[config.mk]
export PLATFORM = sky130hd
export DESIGN_NAME = apb_master_bridge
export DESIGN_NICKNAME = d
export VERILOG_FILES = /design/src/rtl/apb_master_bridge.sv
export SDC_FILE = /design/constraint.sdc
export NUM_CORES = 1
export LEC_CHECK = 0
export ABC_CLOCK_PERIOD_IN_PS = 3500
export BUFFER_PORTS_ARGS = -buffer_cell sky130_fd_sc_hd__buf_2
export CAP_MARGIN = 20
export CELL_PAD_IN_SITES_DETAIL_PLACEMENT = 1
export CELL_PAD_IN_SITES_GLOBAL_PLACEMENT = 1
export CORE_MARGIN = 3
export CORE_UTILIZATION = 24
export DETAILED_ROUTE_END_ITERATION = 7
export GPL_TIMING_DRIVEN = 0
export PLACE_DENSITY = 0.45
export SLEW_MARGIN = 20
export SYNTH_ARGS = -nofsm -noshare
export SYNTH_HDL_FRONTEND = slang
export SYNTH_SLANG_ARGS = --single-unit
[constraint.sdc]
create_clock -name pclk -period 3.5 [get_ports pclk]
set_clock_uncertainty 0.1 [all_clocks]
set_input_delay 0.35 -clock pclk [delete_from_list [all_inputs] [get_ports pclk]]
set_output_delay 0.35 -clock pclk [all_outputs]
set_load 0.1 [all_outputs]
[src/rtl/apb_master_bridge.sv]
// apb_master_bridge: FIFO-buffered valid/ready requests driven over APB (pclk/preset), one response per request with pready timeout
module apb_master_bridge #(
  parameter int ADDR       = 10,
  parameter int DATA       = 32,
  parameter int FIFO_DEPTH = 4,
  parameter int TIMEOUT    = 16
) (
  input  logic            pclk,
  input  logic            preset,
  input  logic            req_valid,
  output logic            req_ready,
  input  logic            req_write,
  input  logic [ADDR-1:0] req_addr,
  input  logic [DATA-1:0] req_wdata,
  output logic            rsp_valid,
  output logic            rsp_write,
  output logic            rsp_err,
  output logic [DATA-1:0] rsp_rdata,
  output logic            psel,
  output logic            penable,
  output logic            pwrite,
  output logic [ADDR-1:0] paddr,
  output logic [DATA-1:0] pwdata,
  input  logic            pready,
  input  logic [DATA-1:0] prdata
);
  localparam int PW = $clog2(FIFO_DEPTH);
  localparam int TW = $clog2(TIMEOUT) + 1;
  localparam int EW = 1 + ADDR + DATA;
  typedef enum logic [1:0] {IDLE, SETUP, ACCESS} state_t;
  state_t        state;
  logic [EW-1:0] mem [FIFO_DEPTH];
  logic [EW-1:0] head;
  logic [PW-1:0] wp, rp;
  logic [PW:0]   cnt;
  logic [TW-1:0] wait_cnt;
  logic          empty, push, pop;
  assign head      = mem[rp];
  assign empty     = cnt == '0;
  assign req_ready = !preset && cnt != (PW+1)'(FIFO_DEPTH);
  assign push      = req_valid && req_ready;
  assign pop       = !empty && (state == IDLE || (state == ACCESS && pready));
  always_ff @(posedge pclk) begin
    if (push) mem[wp] <= {req_write, req_addr, req_wdata};
    if (preset) begin
      wp  <= '0;
      rp  <= '0;
      cnt <= '0;
    end else begin
      if (push) wp <= wp + PW'(1);
      if (pop) rp <= rp + PW'(1);
      cnt <= cnt + (PW+1)'(push) - (PW+1)'(pop);
    end
  end
  always_ff @(posedge pclk) begin
    if (preset) begin
      state     <= IDLE;
      psel      <= 1'b0;
      penable   <= 1'b0;
      pwrite    <= 1'b0;
      paddr     <= '0;
      pwdata    <= '0;
      wait_cnt  <= '0;
      rsp_valid <= 1'b0;
      rsp_write <= 1'b0;
      rsp_err   <= 1'b0;
      rsp_rdata <= '0;
    end else begin
      rsp_valid <= 1'b0;
      case (state)
        IDLE: {psel, penable} <= 2'b00;
        SETUP: begin
          penable  <= 1'b1;
          wait_cnt <= '0;
          state    <= ACCESS;
        end
        ACCESS: begin
          if (pready || wait_cnt == TW'(TIMEOUT - 1)) begin
            rsp_valid       <= 1'b1;
            rsp_err         <= !pready;
            rsp_write       <= pwrite;
            rsp_rdata       <= (pready && !pwrite) ? prdata : '0;
            {psel, penable} <= 2'b00;
            state           <= IDLE;
          end else begin
            wait_cnt <= wait_cnt + TW'(1);
          end
        end
        default: state <= IDLE;
      endcase
      // a pop always launches the head request into SETUP, overriding the IDLE/ACCESS defaults above
      if (pop) begin
        paddr   <= head[DATA +: ADDR];
        pwrite  <= head[EW-1];
        pwdata  <= head[EW-1] ? head[DATA-1:0] : '0;
        psel    <= 1'b1;
        penable <= 1'b0;
        state   <= SETUP;
      end
    end
  end
endmodule

==> flow_summary.json <==
{
  "status": "finished clean",
  "cts_setup_buffers": 0,
  "synth_top_cell_by_area": "edfxtp_1",
  "fin_util_pct": 33.36,
  "synth_edf_count": 172,
  "clock-root-buffer": "clkbuf_16",
  "hold_class": "input pin to flop",
  "nets": 952,
  "instances_no_fill": 1407,
  "synthTopCellsByArea": "edfxtp_1 (53%), dfxtp_1 (20%), mux4_2 (10%)",
  "die_w_um": 206.6,
  "cts_resized": 0,
  "startpoint_type": "flop",
  "cts_made_buffers": 34,
  "antenna_found_initial": 2,
  "synthesis.area_um2": 9662,
  "ys.flop_type": "edfxtp_1",
  "htree_levels": 2,
  "final_common_cell": "buf_2",
  "yosysUniqueCellTypes": 40,
  "max_freq_ghz": 0.3723,
  "ys_ff_latch": 268,
  "power_leakage_nw": 4.820,
  "drive_gt1_share_pct": 33.00,
  "grt_pass1_vias": 6533,
  "dp_hpwl_um": 16030,
  "rows": 72,
  "p_per_area_nw_per_um2": 816.9,
  "grt_pass1_wl_um": 39030,
  "cts_tree": "yes",
  "ant_nets": 0,
  "cts_hold_buf": 75,
  "clockBufferDepth": 3,
  "viasPerCell": 4.259,
  "whs_ps": 44.26,
  "fin_crit_ps": 2686,
  "avgSynthCellArea_um2": 16.38,
  "finalCritPeriodShare_pct": 76.75,
  "gr-total-overflow": 0,
  "die_h_um": 206.6,
  "first_iter_violations": 246,
  "min_from": "pready",
  "setup_ws_ps": 813.8,
  "required_ps": 3780,
  "ys_seq_area_share_pct": 73.35,
  "totalWireLength_um": 25550,
  "io_pins": 160,
  "startpoint": "state[1]$_SDFFE_PP0P_",
  "grt_max_degree": 26,
  "arrival_ps": 2970,
  "port_buffers": 159,
  "critPathKind": "flop to flop",
  "worstSetupEndpointType": "flop",
  "setup_viol": 0,
  "synth_top_area_share_pct": 53.46,
  "yosys_warnings": 0,
  "syn-num-nets": 678,
  "async_reset_ff_share_pct": 0,
  "tightest_slew_ps": 714.5,
  "fp.coreArea_um2": 39190,
  "worstSkewPairLatency_ps": 510,
  "hold_viol_final": 0,
  "r2r_cells": 11,
  "synthToLayoutAreaGrowth_pct": 35.29,
  "syn_inst": 590,
  "route.detailed.drc": 0,
  "whs_path_depth": 2,
  "timing.setup.tns_ps": 0,
  "r2r_start": "state[1]$_SDFFE_PP0P_",
  "cap_violations": 0,
  "grt_use_total_pct": 12.00,
  "vdd_ir_drop_max_mv": 0.4487,
  "path_clk_slew_ps": 60,
  "post-place-cells": 1271,
  "slew_headroom_pct": 52.37,
  "final-max-slew-violation-count": 0,
  "globalplace.congestion": 0.6507,
  "die_area_um2": 42700,
  "cts_sinks": 268,
  "avgRoutedWirePerCell_um": 18.16,
  "start_util_pct": 24.66,
  "firstDrtPassIters": 4,
  "rsz0062_at_grt": "no",
  "vias": 5992,
  "final_cell_mix": "buf_2 (173), edfxtp_1 (172), dfxtp_1 (96)",
  "dp_slack_ps": 702.3,
  "crit_fanout": 10
}
[area by class of cell]
cell class	count	area [µm²]
Antenna cell	1	2.502
Multi-Input combinational cell	276	2340
Tap cell	518	648.1
Timing Repair Buffer	238	1627
Clock inverter	10	130.1
Buffer	36	206.4
Sequential cell	268	7087
Clock buffer	50	992.2
Inverter	10	38.79
Fill cell	4133	26120
[power by group]
part / internal (mW) / switching (mW) / total (mW) / leakage [nW]
Combinational: 0.888 / 2.46 / 3.35 / 1.93
Sequential: 3.70 / 0.171 / 3.87 / 2.34
Clock: 2.12 / 1.33 / 3.46 / 0.552
Total: 6.71 / 3.97 / 10.7 / 4.82
[worst max-delay path, cell delays in order, from the launching register on]
cell and delay (ps):
dfxtp_1 400, nor2b_1 150, or3_1 190, clkinv_2 210, buf_4 260, ha_1 280
inv_1 40, ha_1 190, fa_1 380, xnor2_1 180, xnor2_1 140, nor2_1 50
[per-layer routing]
metal	wire, µm	GRT usage (%)
met2	11960	20.18
met3	1592	3.168
met4	566	3.612
met1	11420	15.23
met5	13	0
[registers in the layout, summed over array words and instances (netlist names), 3 cells and up, named ones only]
| register | cells |
|---|---|
| paddr | 10 |
| wait_cnt | 5 |
| pwdata | 32 |
| mem | 172 |
| rsp_rdata | 32 |
| cnt | 3 |
[metrics by stage]
| step | total power, mW | area [µm²] |
|---|---|---|
| after detailed placement | 7.317 | 11200 |
| after global placement | 7.283 | 11110 |
| after global routing | 11.27 | 13070 |
| after floorplan | 6.474 | 9662 |
| after CTS | 10.93 | 13070 |
| final | 10.68 | 13070 |
[cell usage after synthesis, types with 2 or more instances]
library cell / count
xnor2_1: 4
o21ai_0: 2
nand2b_1: 2
mux4_2: 43
xor2_1: 2
buf_1: 6
and2_1: 4
nor2b_1: 5
a21oi_1: 49
buf_4: 7
nand3_1: 33
ha_1: 8
a22o_1: 32
buf_2: 14
dfxtp_1: 96
buf_6: 3
nor3_1: 4
edfxtp_1: 172
nand2_1: 58
clkbuf_1: 4
nor2_1: 14
or3_1: 2
inv_1: 9
[final timing paths]
check	to	slack [ps]
worst min register to register	pwdata[10]$_SDFFE_PP0P_	350
worst max-delay path	cnt[2]$_SDFF_PP0_	810
worst min-delay path	rsp_err$_SDFFE_PP0P_	40
worst max register to register	cnt[2]$_SDFF_PP0_	810
[logic make-up (layout without fill, tap and decap cells)]
logic type	after synthesis	count (layout)	synth area share, %
flip-flops	268	268	73.35
AND/OR/NAND/NOR	128	128	6.138
AO/OA/AOI/OAI	89	89	6.061
buffers and inverters	46	344	2.538
multiplexers	44	44	10.13
adder cells (fa/ha/maj)	9	9	1.243
XOR/XNOR	6	6	0.5439
other	0	1	0
Power figures use the tool's default switching activity.
